`src/rtl/fc_tx_arbiter_if.sv`:
```
// Frame-source stream into the FC transmit arbiter (Avalon-ST, readyLatency 0).
// master: the frame source; slave: the arbiter.
interface fc_tx_arbiter_if;
    logic [31:0] frame_data;
    logic        frame_valid;
    logic        frame_sop;
    logic        frame_eop;
    logic        frame_ready;

    modport master (
        output frame_data, frame_valid, frame_sop, frame_eop,
        input  frame_ready
    );

    modport slave (
        input  frame_data, frame_valid, frame_sop, frame_eop,
        output frame_ready
    );
endinterface

```
`src/rtl/fc_tx_arbiter.sv`:
```
// FC 8G transmit word scheduler: multiplexes frames, R_RDY credit returns and
// the offline primitive sequence onto the 32-bit TX lane, inserting IDLE fill,
// enforcing the inter-frame gap and aborting underrunning frames with EOFa.
// Optional build macro FC_TX_STATS_EN adds stat_frames / stat_aborts counters.
module fc_tx_arbiter #(
    parameter int MIN_GAP = 6,
    parameter int CNT_W   = 8
) (
    input  logic                 clk,
    input  logic                 reset,
    input  logic                 link_active,
    input  logic [31:0]          prim_word,
    fc_tx_arbiter_if.slave       frame,
    input  logic                 rrdy_req,
    input  logic                 tx_ready,
    output logic [31:0]          tx_data,
    output logic [3:0]           tx_datak,
    output logic [CNT_W-1:0]     rrdy_pending,
    output logic                 underrun
`ifdef FC_TX_STATS_EN
    ,
    output logic [31:0]          stat_frames,
    output logic [31:0]          stat_aborts
`endif
);

    localparam logic [31:0] W_IDLE = 32'hBC95_B5B5;
    localparam logic [31:0] W_RRDY = 32'hBC95_4A4A;
    localparam logic [31:0] W_EOFA = 32'hBC95_F5F5;
    localparam logic [3:0]  K_OS   = 4'b1000;
    localparam logic [3:0]  K_DATA = 4'b0000;

    localparam int GAP_W = $clog2(MIN_GAP + 1);
    localparam logic [GAP_W-1:0] GAP_MAX = GAP_W'(MIN_GAP);

    typedef enum logic [2:0] {
        ST_OFFLINE,
        ST_GAP,
        ST_ARB,
        ST_FRAME,
        ST_DRAIN
    } state_t;

    state_t            state_q, state_d;
    logic [GAP_W-1:0]  gap_q, gap_d, gap_inc;
    logic [CNT_W-1:0]  rrdy_q;
    logic [31:0]       data_p1, data_d, fill_word;
    logic [3:0]        datak_p1, datak_d;
    logic              underrun_p1, underrun_d;
    logic              rrdy_emit;
    logic              frame_ready_c;

    // Pending-credit update: saturates at all-ones, never wraps below zero.
    function automatic logic [CNT_W-1:0] rrdy_next(input logic [CNT_W-1:0] cnt,
                                                   input logic inc,
                                                   input logic dec);
        if (inc && !dec)
            return (cnt == {CNT_W{1'b1}}) ? cnt : cnt + 1'b1;
        else if (dec && !inc)
            return (cnt == '0) ? cnt : cnt - 1'b1;
        return cnt;
    endfunction

    // Gap counter step, held at MIN_GAP once the gap is satisfied.
    function automatic logic [GAP_W-1:0] gap_step(input logic [GAP_W-1:0] g);
        return (g >= GAP_MAX) ? GAP_MAX : g + 1'b1;
    endfunction

    assign fill_word = (rrdy_q != '0) ? W_RRDY : W_IDLE;
    assign gap_inc   = gap_step(gap_q);

    // Next word, next state and combinational frame_ready.
    always_comb begin
        state_d       = state_q;
        gap_d         = gap_q;
        data_d        = data_p1;
        datak_d       = datak_p1;
        underrun_d    = underrun_p1;
        rrdy_emit     = 1'b0;
        frame_ready_c = 1'b0;

        // sop words wait for ARB unless a frame is already open (where a
        // repeated sop is just payload) or being drained.
        if (tx_ready) begin
            if (!link_active || state_q == ST_OFFLINE || state_q == ST_GAP)
                frame_ready_c = !frame.frame_sop;
            else
                frame_ready_c = 1'b1;
        end

        if (tx_ready) begin
            underrun_d = 1'b0;
            datak_d    = K_OS;
            if (!link_active) begin
                // Link lost: any open frame is truncated without EOFa.
                data_d  = prim_word;
                state_d = ST_OFFLINE;
                gap_d   = '0;
            end else begin
                case (state_q)
                    ST_OFFLINE: begin
                        data_d  = prim_word;
                        state_d = ST_GAP;
                        gap_d   = '0;
                    end
                    ST_GAP: begin
                        data_d    = fill_word;
                        rrdy_emit = (rrdy_q != '0);
                        gap_d     = gap_inc;
                        if (gap_inc == GAP_MAX)
                            state_d = ST_ARB;
                    end
                    ST_ARB: begin
                        if (frame.frame_valid && frame.frame_sop) begin
                            data_d  = frame.frame_data;
                            gap_d   = '0;
                            state_d = frame.frame_eop ? ST_GAP : ST_FRAME;
                        end else begin
                            data_d    = fill_word;
                            rrdy_emit = (rrdy_q != '0);
                            gap_d     = gap_inc;
                        end
                    end
                    ST_FRAME: begin
                        if (frame.frame_valid) begin
                            data_d  = frame.frame_data;
                            datak_d = frame.frame_eop ? K_OS : K_DATA;
                            if (frame.frame_eop) begin
                                state_d = ST_GAP;
                                gap_d   = '0;
                            end
                        end else begin
                            data_d     = W_EOFA;
                            underrun_d = 1'b1;
                            state_d    = ST_DRAIN;
                            gap_d      = '0;
                        end
                    end
                    ST_DRAIN: begin
                        // Gap is measured from EOFa, so fill words count here.
                        data_d    = fill_word;
                        rrdy_emit = (rrdy_q != '0);
                        gap_d     = gap_inc;
                        if (frame.frame_valid && frame.frame_eop)
                            state_d = (gap_inc == GAP_MAX) ? ST_ARB : ST_GAP;
                    end
                    default: begin
                        data_d  = prim_word;
                        state_d = ST_OFFLINE;
                        gap_d   = '0;
                    end
                endcase
            end
        end
    end

    // Registered word path and scheduler state.
    always_ff @(posedge clk) begin
        if (reset) begin
            state_q     <= ST_OFFLINE;
            gap_q       <= '0;
            data_p1     <= W_IDLE;
            datak_p1    <= K_OS;
            underrun_p1 <= 1'b0;
        end else begin
            state_q     <= state_d;
            gap_q       <= gap_d;
            data_p1     <= data_d;
            datak_p1    <= datak_d;
            underrun_p1 <= underrun_d;
        end
    end

    // Pending R_RDY count; requests are accepted even while the PHY stalls.
    always_ff @(posedge clk) begin
        if (reset || !link_active)
            rrdy_q <= '0;
        else
            rrdy_q <= rrdy_next(rrdy_q, rrdy_req, rrdy_emit);
    end

    assign frame.frame_ready = frame_ready_c;
    assign tx_data           = data_p1;
    assign tx_datak          = datak_p1;
    assign rrdy_pending      = rrdy_q;
    assign underrun          = underrun_p1;

`ifdef FC_TX_STATS_EN
    logic        frame_done;
    logic        frame_abort;
    logic [31:0] stat_frames_q;
    logic [31:0] stat_aborts_q;

    assign frame_done  = tx_ready && link_active && frame.frame_valid && frame.frame_eop &&
                         ((state_q == ST_FRAME) ||
                          (state_q == ST_ARB && frame.frame_sop));
    assign frame_abort = tx_ready && link_active && (state_q == ST_FRAME) &&
                         !frame.frame_valid;

    // Wrapping counters of completed and aborted frames.
    always_ff @(posedge clk) begin
        if (reset) begin
            stat_frames_q <= '0;
            stat_aborts_q <= '0;
        end else begin
            if (frame_done)
                stat_frames_q <= stat_frames_q + 32'd1;
            if (frame_abort)
                stat_aborts_q <= stat_aborts_q + 32'd1;
        end
    end

    assign stat_frames = stat_frames_q;
    assign stat_aborts = stat_aborts_q;
`endif

endmodule

```
`src/flat_wrapper.sv`:
```
// flat-port wrapper written by rule: the top's interface ports become plain ports
module fc_tx_arbiter_flat 
#(
    parameter int MIN_GAP = 6,
    parameter int CNT_W   = 8
)
  (clk, reset, link_active, prim_word, rrdy_req, tx_ready, tx_data, tx_datak, rrdy_pending, underrun, frame_frame_data, frame_frame_valid, frame_frame_sop, frame_frame_eop, frame_frame_ready);
  fc_tx_arbiter_if frame_i ();
  input  logic clk;
  input  logic reset;
  input  logic link_active;
  input  logic [31:0] prim_word;
  input  logic rrdy_req;
  input  logic tx_ready;
  output logic [31:0] tx_data;
  output logic [3:0] tx_datak;
  output logic [CNT_W-1:0] rrdy_pending;
  output logic underrun;
  input wire logic [$bits(frame_i.frame_data)-1:0] frame_frame_data;
  input wire logic [$bits(frame_i.frame_valid)-1:0] frame_frame_valid;
  input wire logic [$bits(frame_i.frame_sop)-1:0] frame_frame_sop;
  input wire logic [$bits(frame_i.frame_eop)-1:0] frame_frame_eop;
  output wire logic [$bits(frame_i.frame_ready)-1:0] frame_frame_ready;
  assign frame_i.frame_data = frame_frame_data;
  assign frame_i.frame_valid = frame_frame_valid;
  assign frame_i.frame_sop = frame_frame_sop;
  assign frame_i.frame_eop = frame_frame_eop;
  assign frame_frame_ready = frame_i.frame_ready;
  fc_tx_arbiter #(.MIN_GAP(MIN_GAP), .CNT_W(CNT_W)) u_core (.clk(clk), .reset(reset), .link_active(link_active), .prim_word(prim_word), .frame(frame_i), .rrdy_req(rrdy_req), .tx_ready(tx_ready), .tx_data(tx_data), .tx_datak(tx_datak), .rrdy_pending(rrdy_pending), .underrun(underrun));
endmodule
```
`config.mk`:
```
export PLATFORM = sky130hd
export DESIGN_NAME = fc_tx_arbiter_flat
export DESIGN_NICKNAME = d
export VERILOG_FILES = /design/src/rtl/fc_tx_arbiter_if.sv /design/src/rtl/fc_tx_arbiter.sv /design/src/flat_wrapper.sv
export SDC_FILE = /design/constraint.sdc
export NUM_CORES = 1
export LEC_CHECK = 0
export BUFFER_PORTS_ARGS = -buffer_cell sky130_fd_sc_hd__buf_2
export CORE_MARGIN = 4
export CORE_UTILIZATION = 51
export CTS_CLUSTER_SIZE = 10
export DETAILED_ROUTE_END_ITERATION = 8
export PLACE_DENSITY = 0.93
export SLEW_MARGIN = 25
export SYNTH_ARGS = -nofsm -noshare
export SYNTH_HDL_FRONTEND = slang
export SYNTH_SLANG_ARGS = --single-unit
```
`constraint.sdc`:
```
create_clock -name clk -period 8.6 [get_ports clk]
set_clock_uncertainty 0.05 [all_clocks]
set_input_delay 1.29 -clock clk [delete_from_list [all_inputs] [get_ports clk]]
set_output_delay 1.29 -clock clk [all_outputs]
set_load 0.01 [all_outputs]
```
== Word-level counts from Yosys, hierarchy flattened ==
Index checks and enable logic that the tools add are counted.
Word-level totals
  register bits: 51
  bits of input ports: 72
  output and inout bits: 46
Operators by class
  $add $sub $neg: 3
  magnitude comparators: 1
  eq/ne operators: 12
  mux-type cells: 40
  reductions and logical operators: 18
Operators by type and width (count)
  32-bit 2-to-1 mux: 3
  32-bit one-hot mux with 3 select lines: 1
  3-bit 2-to-1 mux: 11
  8-bit 2-to-1 mux: 4
  16-bit 2-to-1 mux: 1
  4-bit 2-to-1 mux: 4
  3-bit one-hot mux with 5 select lines: 1
  1-bit 2-to-1 mux: 11
  3-bit by 2-bit != test with 1-bit output (second input constant): 3
  3-bit one-hot mux with 3 select lines: 1
  8-bit by 1-bit adder with 8-bit output (second input constant): 1
  8-bit equality test (second input constant): 1
  8-bit logical NOT: 1
  8-bit nonzero test: 1
  8-bit by 1-bit subtractor with 8-bit output (second input constant): 1
  3-bit by 2-bit equality test with 1-bit output (second input constant): 2
  3-bit equality test (second input constant): 2
  5-bit AND reduction: 1
  1-bit logical AND: 4
  1-bit logical NOT: 4
  2-bit 2-to-1 mux: 2
  4-bit != test (second input constant): 1
  3-bit by 1-bit adder with 3-bit output (second input constant): 1
  3-bit by 1-bit equality test with 1-bit output (second input constant): 1
  9 further kinds: 11

== Depth between registers and ports, before layout ==
  depth after elaboration: 10
  mapped depth: 13
  mapped depth without buffers: 12

== Worst setup path before layout ==
Ideal clock, no wire load.
  path kind: input port to flip-flop
  from: input frame_frame_valid
  to: register u_core.rrdy_q[7], in the netlist u_core.rrdy_pending[7]
  arrival: 3912 ps
  data required time: 8432 ps
  slack: 4520 ps
  stages on the path: 13
  path through: buf_2 > nand2_1 > a21oi_1 > o21a_1 > or4_1 > ha_1 > inv_1 > ha_1 > a211oi_1 > o211ai_1 > nand3_1 > or3b_1 > mux2i_1
Between the ends
  cells in the longest elaborated chain, start to end: 10
Ends and longest elaborated chain
  start, declared: RTL line flat_wrapper.sv:20  | input wire logic [$bits(frame_i.frame_valid)-1:0] frame_frame_valid;
  1-bit logical AND *: RTL line fc_tx_arbiter.sv:114  | if (frame.frame_valid && frame.frame_sop) begin
  1-bit 2-to-1 mux *: RTL line fc_tx_arbiter.sv:114
  1-bit one-hot mux with 2 select lines *: RTL line fc_tx_arbiter.sv:100  | case (state_q)
  1-bit 2-to-1 mux *: RTL line fc_tx_arbiter.sv:94  | if (!link_active) begin
  1-bit 2-to-1 mux *: RTL line fc_tx_arbiter.sv:91  | if (tx_ready) begin
  1-bit logical AND / 1-bit logical NOT (equally long branches): RTL line fc_tx_arbiter.sv:59, fc_tx_arbiter.sv:57
  1-bit 2-to-1 mux / 1-bit logical AND (equally long branches): RTL line fc_tx_arbiter.sv:59, fc_tx_arbiter.sv:57
  1-bit 2-to-1 mux: RTL line fc_tx_arbiter.sv:57  | if (inc && !dec)
  1-bit 2-to-1 mux: RTL line fc_tx_arbiter.sv:176  | if (reset || !link_active)
  3-bit AND reduction (no source line)
  end signal, assigned: RTL line fc_tx_arbiter.sv:179  | rrdy_q <= rrdy_next(rrdy_q, rrdy_req, rrdy_emit);
  end, declared: RTL line fc_tx_arbiter.sv:46  | logic [CNT_W-1:0] rrdy_q;
Every way passes the cells marked *; elsewhere a longest branch is shown, timed or not. The select of a mux whose other input is x is not followed.
A chain may end at the register's enable or synchronous reset.

== Final worst setup path ==
  from: input tx_ready
  to: register u_core.rrdy_q[7], in the netlist u_core.rrdy_pending[7]
Between the ends
  cells in the longest elaborated chain, start to end: 6
Ends and longest elaborated chain
  start, declared: RTL line flat_wrapper.sv:14  | input logic tx_ready;
  1-bit 2-to-1 mux *: RTL line fc_tx_arbiter.sv:91
  1-bit logical AND / 1-bit logical NOT (equally long branches): RTL line fc_tx_arbiter.sv:59, fc_tx_arbiter.sv:57
  1-bit 2-to-1 mux / 1-bit logical AND (equally long branches): RTL line fc_tx_arbiter.sv:59, fc_tx_arbiter.sv:57
  1-bit 2-to-1 mux: RTL line fc_tx_arbiter.sv:57
  1-bit 2-to-1 mux: RTL line fc_tx_arbiter.sv:176
  3-bit AND reduction (no source line)
Marks and branches as above.

==> parameters.txt <==
Parameter                              Value

Pwr
  Worst vdd rail ir drop ... 0.109 mV
  Lkg Pwr ... 1.62 nW
  Pwr dens ... 167 mW/mm^2

Final layout
  Area growth from synthesis to layout ... 23.1%
  Net count, final ... 534
  Layout cells sized above 1 ... 28.8%
  Commonest cells after routing, fill and taps aside ... sky130_fd_sc_hd__buf_2 (114), sky130_fd_sc_hd__dfxtp_1 (48), sky130_fd_sc_hd__nor2_1 (38), sky130_fd_sc_hd__a21oi_1 (30), sky130_fd_sc_hd__nand2_1 (25)
  Non-filler cells in the finished layout ... 524
  Layout filler cell count ... 479
  Most common library cell in the layout ignoring fill and taps ... sky130_fd_sc_hd__buf_2
  Antenna diode instance count ... 0

STA
  Setup repair after global routing missed its margin ... false
  Number of hold violations in the final report ... 0
  Final setup violation count ... 0
  Maximum clock frequency ... 239 MHz
  Transition time of the tightest slew-check pin ... 0.894 ns
  Max_slew headroom ... 40.4%
  Clock period minus final worst setup slack ... 4.19 ns
  Final count of pins violating max slew ... 0
  Final period utilization ... 48.7%
  Accumulated negative setup slack ... 0 ns

Synthesis
  Xor-xnor portion of the synthesized cell area ... 2.12%
  Number of synthesized register bits ... 48
  Number of distinct library cell variants in the gate-level netlist after synthesis ... 59
  Number of synthesis warnings ... 0
  Cell area after synthesis ... 0.00289 sq mm
  Synth Area per Inst ... 8.10 sq um
  Area fraction in compound gates after synthesis ... 29.0%
  Number of enable-type register cells in the synthesized netlist ... 0
  Post-synthesis instance total ... 357
  Multiplexer share of the synthesized area ... 3.20%
  Post-Synth Adder-Cell Area ... 5.02%
  Share of async-settable or async-resettable flops after synthesis ... 0%
  Post-synth top area share ... 33.2%
  Proportion of synthesized chip area in sequential cells ... 33.2%
  Main combinational cell family by area after synthesis ... compound AO/OA/AOI/OAI gates
  Most frequently used flop master after synthesis ... sky130_fd_sc_hd__dfxtp_1
  Top cells by area in the synthesized netlist ... sky130_fd_sc_hd__dfxtp_1 (33%), sky130_fd_sc_hd__a21oi_1 (5.2%), sky130_fd_sc_hd__nor2_1 (4.9%)
  Largest area contributor in the netlist ... sky130_fd_sc_hd__dfxtp_1
  Simple-gate share of the synthesized area ... 20.8%

Clock network
  Cts-stage hold buffer count ... 0
  Clock transition at the registers of the reported paths ... 0.09 ns
  Clock insertion delay at the later pin of the skew report ... 0.31 ns
  Post-CTS setup buffer count ... 0
  Sinks on Clock Net ... 48
  Worst-case clock buffer depth ... 2
  TritonCTS clock tree ... built
  Cts repair resizes ... 0
  CTS root buffer ... sky130_fd_sc_hd__clkbuf_8
  H-tree depth reported by CTS ... 2
  Number of clock buffers inserted by TritonCTS ... 5

Floorplan
  Num rows ... 27
  Placeable Area ... 0.00551 sq mm
  Total Die Area ... 0.00694 sq mm
  Top-level port count ... 118
  Initial core utilization ... 52.5%
  DIE HEIGHT ... 83.3 um
  Die Width ... 83.3 um

Setup path
  Depth of the worst register-to-register path ... 12
  CP Class ... primary input to flop
  End of the worst register-to-register path ... u_core.rrdy_pending[7]
  R2R setup slack ... 4.77 ns
  CP arrival ... 4.34 ns
  Timing startpoint of the critical path ... tx_ready
  CP Launch Type ... primary input
  Worst setup path endpoint ... u_core.rrdy_pending[7]
  Worst reg2reg path startpoint ... u_core.state_q[1]
  Worst Path Required ... 8.76 ns
  Kind of capture point of the worst setup path ... flop
  Top fanout value on the critical path ... 33

Place
  HPWL after detailed placement ... 6220 um
  Cells after DPL ... 516
  Number of buffers added on ports ... 114
  Routability-driven placement congestion ratio ... 0.897

Global routing
  Total global-route track usage ... 23.4%
  Global routing met2 resource utilization ... 39.9%
  Met1 GRT Util ... 28.1%
  GR Layer Usage met3 ... 5.75%
  Number of antenna violations at the first check in global routing ... 0
  Global-route wire length before repair ... 13700 um
  Maximum number of pins on one net before global-route repair ... 39
  Most congested layer reported by global routing ... met2
  Overall overflow remaining after global route ... 0
  Number of global-route vias before repair ... 2976

Routing
  Number of DRC violations after detailed routing ... 0
  Vias/cell ... 6.01
  Average wire length per cell after detail routing ... 16.2 um
  Number of nets with antenna violations after detailed routing ... 0
  Total Wirelength ... 8480 um
  Detailed-router iteration count before antenna repair ... 5
  Overall via count from detail_route ... 3150
  Iteration-0 DRC count of the detailed router ... 321

Job
  Number of maximum-capacitance constraint violations ... 0

Min path
  Hold Path Class ... flop to flop

Status
  Run status ... finished clean
==> per-layer routing <==
layer  share of wire, %  wire length (um)
met1                 40              3390
met2                 50              4260
met3                7.8               665
met4                1.9               165
met5                  0                 0
==> how the worst min path moves through the flow <==
stage,startpoint,end,slack (ns),cells past startpoint
2_1_floorplan,u_core.tx_data[1],u_core.tx_data[1],0.42,2
3_3_place_gp,u_core.tx_data[1],u_core.tx_data[1],0.38,2
6_report,u_core.tx_data[3],u_core.tx_data[3],0.40,2
4_1_cts,u_core.tx_data[3],u_core.tx_data[3],0.40,2
3_5_place_dp,u_core.tx_data[3],u_core.tx_data[3],0.39,2
5_1_grt,u_core.tx_data[3],u_core.tx_data[3],0.42,2
==> synthesized netlist by cell type, drive strengths merged, types with 4 or more instances <==
master / number
ha: 10
a21oi: 31
dfxtp: 48
nand2b: 6
o221ai: 10
xor2: 4
nor3: 16
inv: 12
mux2i: 7
nand3b: 10
buf: 12
nand3: 4
nand2: 25
nor2: 40
o221a: 10
o21ai: 33
clkbuf: 18
a221oi: 9
==> power by group <==
group | internal (W) | leakage (nW) | switching [W] | total, W
combinational | 0.0000628 | 1.15 | 0.0000827 | 0.000146
clock | 0.000117 | 0.0687 | 0.0000825 | 0.000200
sequential | 0.000238 | 0.397 | 0.0000132 | 0.000251
total | 0.000418 | 1.62 | 0.000178 | 0.000596
==> worst max-delay path, stage by stage <==
cell	delay (ns)
sky130_fd_sc_hd__buf_2	0.46
sky130_fd_sc_hd__inv_1	0.11
sky130_fd_sc_hd__or4_1	0.59
sky130_fd_sc_hd__ha_1	0.22
sky130_fd_sc_hd__inv_1	0.26
sky130_fd_sc_hd__ha_1	0.31
sky130_fd_sc_hd__a211oi_1	0.33
sky130_fd_sc_hd__o211ai_1	0.19
sky130_fd_sc_hd__nand3_1	0.10
sky130_fd_sc_hd__or3b_1	0.36
sky130_fd_sc_hd__mux2i_1	0.13
==> metrics by stage <==
step / setup WS [ns] / hold WS [ns] / utilization (%) / power (W) / instance area [sq um]
CTS: 4.45 / 0.399 / 64.7 / 0.000596 / 3560
finish: 4.41 / 0.395 / 64.7 / 0.000596 / 3560
global placement: 4.28 / 0.385 / 62.2 / 0.000393 / 3420
floorplan: 4.52 / 0.421 / - / 0.000352 / 2900
global route: 4.22 / 0.416 / 64.7 / 0.000622 / 3560
detailed placement: 4.12 / 0.389 / 62.2 / 0.000400 / 3420
==> layout make-up <==
cell class                 count  area, sq um  area share (%)
multi-input combinational    269         1750            49.1
sequential                    48          961            27.0
timing repair buffer         115          578            16.2
tap                           72         90.1            2.53
clock buffer                   5         68.8            1.93
clock inverter                 3         68.8            1.93
inverter                      12         45.0            1.26
==> logic make-up (layout without fill, tap and decap cells) <==
logic type,count (synthesis),after routing
xor gates and xnor gates,7,7
DFF,48,48
adders and majority gates,11,11
and+or+nand+nor,118,118
other,1,3
muxes,9,9
AOI/OAI and AO/OA,121,121
buffers and inverters,42,135
==> state kept, by name, summed over array words and instances, names as in the netlist <==
name / count
u_core.gap_q: 3
u_core.rrdy_pending: 8
u_core.underrun: 1
u_core.tx_datak: 1
u_core.tx_data: 32
u_core.state_q: 3
Power figures use the tool's default switching activity.
